File: config.mk
export PLATFORM = sky130hd
export DESIGN_NAME = bus_source_arbiter_encoder
export DESIGN_NICKNAME = d
export VERILOG_FILES = /design/src/rtl/bus_source_arbiter_encoder.sv
export SDC_FILE = /design/constraint.sdc
export NUM_CORES = 1
export LEC_CHECK = 0
export ABC_AREA = 1
export CORE_ASPECT_RATIO = 1.5
export CORE_UTILIZATION = 35
export CTS_BUF_LIST = sky130_fd_sc_hd__clkbuf_2 sky130_fd_sc_hd__clkbuf_4 sky130_fd_sc_hd__clkbuf_8
export DETAILED_ROUTE_END_ITERATION = 8
export GPL_TIMING_DRIVEN = 0
export PLACE_DENSITY = 0.58
export RECOVER_POWER = 50
export SETUP_SLACK_MARGIN = 0.4
export SYNTH_ARGS = -nofsm -noshare
export SYNTH_HDL_FRONTEND = slang
export SYNTH_SLANG_ARGS = --single-unit
File: constraint.sdc
create_clock -name clk -period 6.65 [get_ports clk]
set_input_delay 0.9975 -clock clk [delete_from_list [all_inputs] [get_ports clk]]
set_output_delay 0.9975 -clock clk [all_outputs]
set_load 0.01 [all_outputs]
File: src/rtl/bus_source_arbiter_encoder.sv
// Round-robin bus source arbiter that encodes the winning source into the
// binary select code for the common-bus multiplexer. A grant is held until
// the owner signals done, drops its request, or exceeds MAX_HOLD cycles.
// Every release is followed by one idle cycle, so ownership never changes
// hands within a single cycle.
//
// Handshake: req[i] is a level held by source i for as long as it wants the
// bus. bus_valid/grant/sel describe the current owner. done is a one-cycle
// strobe from the owner and is only honoured while a grant is active.
module bus_source_arbiter_encoder #(
    parameter int NUM_SRC  = 16,
    parameter int SEL_W    = 4,
    parameter int HOLD_W   = 8,
    parameter int MAX_HOLD = 200
) (
    input  logic               clk,
    input  logic               rst_n,
    input  logic [NUM_SRC-1:0] req,
    input  logic               done,
    output logic [SEL_W-1:0]   sel,
    output logic [NUM_SRC-1:0] grant,
    output logic               bus_valid,
    output logic               timeout
);

    typedef enum logic [0:0] {
        IDLE = 1'b0,
        OWN  = 1'b1
    } state_e;

    localparam logic [HOLD_W-1:0] HOLD_LAST = HOLD_W'(MAX_HOLD - 1);

    state_e             state_q, state_d;
    logic [SEL_W-1:0]   sel_q, sel_d;
    logic [SEL_W-1:0]   ptr_q, ptr_d;
    logic [NUM_SRC-1:0] grant_q, grant_d;
    logic               bus_valid_q, bus_valid_d;
    logic               timeout_q, timeout_d;
    logic [HOLD_W-1:0]  hold_cnt_q, hold_cnt_d;

    logic [SEL_W-1:0]   winner;
    logic               found;
    logic [SEL_W-1:0]   scan_idx;
    logic               hold_hit;
    logic               owner_req;

    // Round-robin scan: first requesting source at or after ptr, wrapping mod NUM_SRC.
    always_comb begin
        winner   = '0;
        found    = 1'b0;
        scan_idx = '0;
        for (int i = 0; i < NUM_SRC; i++) begin
            scan_idx = ptr_q + SEL_W'(i);
            if (!found && req[scan_idx]) begin
                found  = 1'b1;
                winner = scan_idx;
            end
        end
    end

    assign hold_hit  = (MAX_HOLD != 0) && (hold_cnt_q == HOLD_LAST);
    assign owner_req = req[sel_q];

    // Next-state and registered-output logic; release priority is done, abort, timeout.
    always_comb begin
        state_d     = state_q;
        sel_d       = sel_q;
        ptr_d       = ptr_q;
        grant_d     = grant_q;
        bus_valid_d = bus_valid_q;
        timeout_d   = 1'b0;
        hold_cnt_d  = hold_cnt_q;
        case (state_q)
            IDLE: begin
                grant_d     = '0;
                bus_valid_d = 1'b0;
                if (found) begin
                    state_d     = OWN;
                    sel_d       = winner;
                    grant_d     = NUM_SRC'(1) << winner;
                    bus_valid_d = 1'b1;
                    hold_cnt_d  = '0;
                end
            end
            OWN: begin
                if (done || !owner_req || hold_hit) begin
                    state_d     = IDLE;
                    grant_d     = '0;
                    bus_valid_d = 1'b0;
                    ptr_d       = sel_q + 1'b1;
                    timeout_d   = !done && owner_req && hold_hit;
                end else if (hold_cnt_q != '1) begin
                    hold_cnt_d = hold_cnt_q + 1'b1;
                end
            end
            default: begin
                state_d     = IDLE;
                grant_d     = '0;
                bus_valid_d = 1'b0;
            end
        endcase
    end

    // State and output registers; reset drops the grant immediately.
    always_ff @(posedge clk or negedge rst_n) begin
        if (!rst_n) begin
            state_q     <= IDLE;
            sel_q       <= '0;
            ptr_q       <= '0;
            grant_q     <= '0;
            bus_valid_q <= 1'b0;
            timeout_q   <= 1'b0;
            hold_cnt_q  <= '0;
        end else begin
            state_q     <= state_d;
            sel_q       <= sel_d;
            ptr_q       <= ptr_d;
            grant_q     <= grant_d;
            bus_valid_q <= bus_valid_d;
            timeout_q   <= timeout_d;
            hold_cnt_q  <= hold_cnt_d;
        end
    end

    assign sel       = sel_q;
    assign grant     = grant_q;
    assign bus_valid = bus_valid_q;
    assign timeout   = timeout_q;

endmodule

Yosys cells after proc, flatten, opt, wreduce, memory -nomap -nowiden
Cells that the tools add are included.
{ "word_totals": {"memories": 0, "out_inout_bits": 22, "in_bits": 19, "latchBits": 0, "elab_cells": 168, "ram_bits": 0, "mem_bits_ro": 0, "regBits": 35} }
{ "classes": {"n_addsub": 17, "eq_ne": 6, "muxes": 80, "n_bitwise": 1, "mul": 0, "div": 0, "shift": 1, "order_cmp": 17, "n_reduce_logical": 39} }
{ "ops": {"columns": ["op", "n"], "rows": [
  ["< comparator 4 x 5 -> 1 bit (second input constant)", 17],
  ["binary-select mux 1 bit (select 4 bit)", 17],
  ["two-way mux 4 bit", 16],
  ["two-way mux 1 bit", 38],
  ["adder 4 bit (second input constant)", 8],
  ["two-way mux 16 bit", 2],
  ["case mux 16 bit (2 select lines)", 1],
  ["two-way mux 8 bit", 3],
  ["logical AND 1 bit", 17],
  ["logical NOT 1 bit", 17],
  ["adder 4 x 3 -> 4 bit (second input constant)", 4],
  ["case mux 8 bit (2 select lines)", 1],
  ["left shift 1 x 4 -> 16 bit (first input constant)", 1],
  ["adder 4 x 1 -> 4 bit (second input constant)", 2],
  ["adder 4 x 2 -> 4 bit (second input constant)", 2],
  ["adder 8 x 1 -> 8 bit (second input constant)", 1],
  ["== test 8 bit (second input constant)", 1],
  ["!= test 8 bit (second input constant)", 1],
  ["!= test 2 x 1 -> 1 bit (second input constant)", 2],
  ["!= test 2 bit (second input constant)", 2],
  ["case mux 1 bit (2 select lines)", 2],
  ["AND reduction 2 bit", 2],
  ["AND reduction 3 bit", 1],
  ["logical OR 1 bit", 2],
  ["NOT 1 bit", 1]
]} }

Logic depth before layout (Yosys ltp)
{ "logic_depth": {"word_depth": 51, "mapped_depth": 27, "mapped_depth_nobuf": 25} }

Worst setup path after synthesis
No wires, ideal clock.
{ "synth_timing": {"kind": "register to register", "startpoint": "register ptr_q[1]", "endpoint": "register hold_cnt_q[3]", "path_buffers": 2, "stages_incl_launch_ff": 24, "period_less_slack_ns": 3.417, "required_time_ns": 6.532, "setup_slack_ns": 3.233, "arrival_time_ns": 3.298, "cell_sequence": "dfrtp_1 -> inv_1 -> buf_2 -> ha_1 -> inv_1 -> buf_2 -> nand3_1 -> nand3_1 -> nand2_1 -> nand2_1 -> nand2_2 -> nor2_8 -> nand4_4 -> nor2_8 -> nand4_4 -> nor2_4 -> nand4_4 -> nor2_8 -> nand3_2 -> nand2_4 -> o21ai_2 -> nand2_1 -> xor2_1 -> nor2_1"} }
{ "synth_via": {"elab_chain_len": 50, "elab_cells_between_ends": 95, "cone_classes": "15 x add/sub; 1 x eq/ne; 48 x mux; 31 x reduce/logical"} }
{ "synth_rtl": {"columns": ["element", "line_no", "rtl"], "rows": [
  ["start: declaration", "35", "logic [SEL_W-1:0] ptr_q, ptr_d;"],
  ["start signal: assignment", "117", "ptr_q <= ptr_d;"],
  ["parallel branches: the longest is 47 deep, another holds adder 4 x 1 -> 4 bit", null, null],
  ["two-way mux 1 bit *", "54", "if (!found && req[scan_idx]) begin"],
  ["!= test 2 bit (no line) *", null, null],
  ["AND reduction 3 bit (no line) *", null, null],
  ["end signal: assignment", "121", "hold_cnt_q <= hold_cnt_d;"],
  ["end: declaration", "39", "logic [HOLD_W-1:0] hold_cnt_q, hold_cnt_d;"]
]} }
Every way passes the cells marked *. The select of a mux whose other input is x is not followed.
A chain may end at the register's enable or synchronous reset.

Worst setup path in the final report
{ "layout_timing": {"startpoint": "register ptr_q[1]", "endpoint": "register grant_q[10], in the netlist grant[10]"} }
{ "layout_via": {"elab_chain_len": 51, "elab_cells_between_ends": 112, "cone_classes": "15 x add/sub; 1 x shift; 66 x mux; 30 x reduce/logical"} }
{ "layout_rtl": {"columns": ["element", "line_no", "rtl"], "rows": [
  ["parallel branches: the longest is 49 deep, another holds adder 4 x 1 -> 4 bit", null, null],
  ["two-way mux 16 bit *", "77", "if (found) begin"],
  ["case mux 16 bit (2 select lines) *", "73", "case (state_q)"],
  ["end signal: assignment", "118", "grant_q <= grant_d;"],
  ["end: declaration", "36", "logic [NUM_SRC-1:0] grant_q, grant_d;"]
]} }
Marked as above.

==> flow_summary.ini <==
[timing]
finClkSkew_ns = 0.008012
min_period_over_period_pct = 64.77
setup_viol = 0
rsz0062_at_grt = no
slew_headroom_pct = -26.50
period_needed_ns = 4.307
slew_violations = 36
worst_pin_slew_ns = 1.897
setup_tns_ns = 0
layout_setup_ws_ns = 2.343
hold_viol = 0
max_freq_mhz = 232.2

[placement]
place.port_buffers = 40
dpl.hpwl_um = 9593
pre_cts_slack_ns = 2.353
gp_congestion = 0.9330

[yosys]
yosysUniqueCellTypes = 41
synthFlopType = dfrtp_1
syn_area_per_cell_um2 = 6.254
yosys-top-cells-count = nand2_1 (189), nand3_1 (103), nor2_1 (60), inv_1 (54), dfrtp_1 (35)
synth_area_um2 = 3746
synth_fp_nets = 627
synthCells = 599
synthTopCellsByArea = dfrtp_1 (23%), nand2_1 (19%), nand3_1 (14%), nor2_1 (6.0%), inv_1 (5.4%)
yosys_warnings = 0
synth.most_common_cell = nand2_1
yosysTopAreaCell = dfrtp_1
ys_ff_latch = 35
synth_edf_count = 0
seq_area_frac_synth_pct = 23.38
synth_top_area_share_pct = 23.38
synthArstFlopShare_pct = 100.0

[clocking]
post_cts_resized = 0
cts-hold-fix-buffers = 0
cts_setup_buffers = 0
htreeDepth = 2
clock_latency_ns = 0.30
clock_path_buffers = 2
root_buffer = clkbuf_8
cts_made_buffers = 5
cts.sinks = 35
cts.reportedPaths.clkPinSlew_ns = 0.08
cts_tree = built

[die]
io_pins = 41
rows = 45
dieArea_um2 = 11130
coreArea_um2 = 10250
fp.dieW_um = 86.47
die_h_um = 128.7
start_util_pct = 36.56

[critical_path]
cp.required_ns = 6.89
cp-end-kind = flop
critPathKind = reg2reg
cp-start-kind = flop
arrival_ns = 4.55
critPathMaxFanout = 13

[global_routing]
antenna_found_initial = 0
grt_max_degree = 36
grt_pass1_vias = 3877
grt_usage_pct = 22.29
grt_pass1_wl_um = 18920
grt_remaining_overflow = 0

[route]
first_iter_violations = 258
drcViolationCount = 0
wire_per_inst_um = 15.00
num_vias = 4016
wl_um = 11820
via_per_inst = 5.096
first_pass_iters = 5
ant_nets = 0

[final_layout]
nNetsFinal = 674
drive_gt1_share_pct = 11.13
area_growth_pct = 17.60
diodes = 0

[outcome]
violations = max-capacitance violations, max-slew violations
status = finished with violations

[flow_run]
drv_cap = 1

[worst_hold_path]
min_path_type = reg2reg
## final timing paths
path	startpoint	cells past startpoint	slack, ns	endpoint
worst max-delay path	ptr_q[1]	22	2.34	grant[10]
worst min-delay path	grant[14]	2	0.48	grant[14]
worst max register to register	ptr_q[1]	22	2.34	grant[10]
worst min register to register	grant[14]	2	0.48	grant[14]
max in group asynchronous	rst_n	1	4.34	hold_cnt_q[2]
min in group asynchronous	rst_n	1	1.20	grant[10]
## metal layers
layer / vias up / share of wire (%) / track usage, %
met3: 35 / 3.4 / 1.411
met1: 1824 / 39 / 24.32
met4: 0 / 4.7 / 12.94
li1: 2044 / - / -
met5: - / 0 / 0
met2: 113 / 52 / 41.83
## critical path, stage by stage, from the launching register on
cell	delay, ns
dfrtp_1	0.48
inv_1	0.16
buf_2	0.26
ha_1	0.31
clkbuf_1	0.39
inv_1	0.26
nand3_1	0.17
nand3_1	0.09
nand2_1	0.27
nand4_4	0.18
nor2_8	0.16
nand4_4	0.12
nor2_4	0.16
nand4_4	0.14
nor2_2	0.25
nand2_1	0.11
inv_1	0.07
nor2_1	0.06
nand3_1	0.19
nand2_1	0.12
nor2_1	0.16
nand2_1	0.08
nand2_1	0.07
## cells in the final DEF (no fill, tap or decap), drive strengths merged
cell           netlist  layout
nor3                 5       5
o31ai                2       2
nand3              110     110
buf                 11      11
o21ai               30      30
o21bai               1       1
xor2                 9       9
ha                   9       9
o211ai               2       2
inv                 64      64
o221ai               2       2
nor2                67      67
and2                 1       1
dlygate4sd3          0      11
dfrtp               35      35
nand3b               3       3
nand2              208     208
clkinvlp             0       2
o21a                 1       1
xnor2                2       2
nand4               13      13
or2                  1       1
clkdlybuf4s50        0      28
clkinv               3       4
a21oi               14      14
clkbuf               4      10
o22ai                2       2
## flip-flops by register name, summed over array words and instances (netlist names)
register	count
ptr_q	4
hold_cnt_q	8
bus_valid	1
grant	16
state_q	1
timeout	1
sel	4
## through the flow
| stage | cells | hold WS (ns) | utilization (%) | area (um^2) |
|---|---|---|---|---|
| final | 788 | 0.4780 | 42.99 | 4405 |
| after global routing | 788 | 0.5074 | 42.99 | 4405 |
| after CTS | 788 | 0.4864 | 43.00 | 4407 |
| after detailed placement | 780 | 0.4680 | 42.14 | 4318 |
| after global placement | 780 | 0.4674 | 42.19 | 4323 |
| after floorplan | 599 | 0.4930 | - | 3746 |
## cell type report
cell class | instances | area (um^2)
Clock inverter | 3 | 20.02
Fill cell | 1127 | 5842
Sequential cell | 35 | 875.8
Multi-Input combinational cell | 482 | 2516
Buffer | 15 | 97.59
Inverter | 67 | 256.5
Clock buffer | 5 | 68.82
Tap cell | 141 | 176.4
Timing Repair Buffer | 40 | 394.1
## cell families (layout without fill, tap and decap cells)
| kind of cell | Yosys count | after routing | synth area share, % |
|---|---|---|---|
| xor gates and xnor gates | 11 | 11 | 3.574 |
| AOI/OAI and AO/OA | 54 | 54 | 8.383 |
| buffers and inverters | 82 | 130 | 9.452 |
| DFF | 35 | 35 | 23.38 |
| and+or+nand+nor | 408 | 408 | 52.20 |
| adders and majority gates | 9 | 9 | 3.006 |
Power is left out: the tool's default activity adds up to more than one toggle a clock period on the data nets, which glitch-free logic cannot reach.
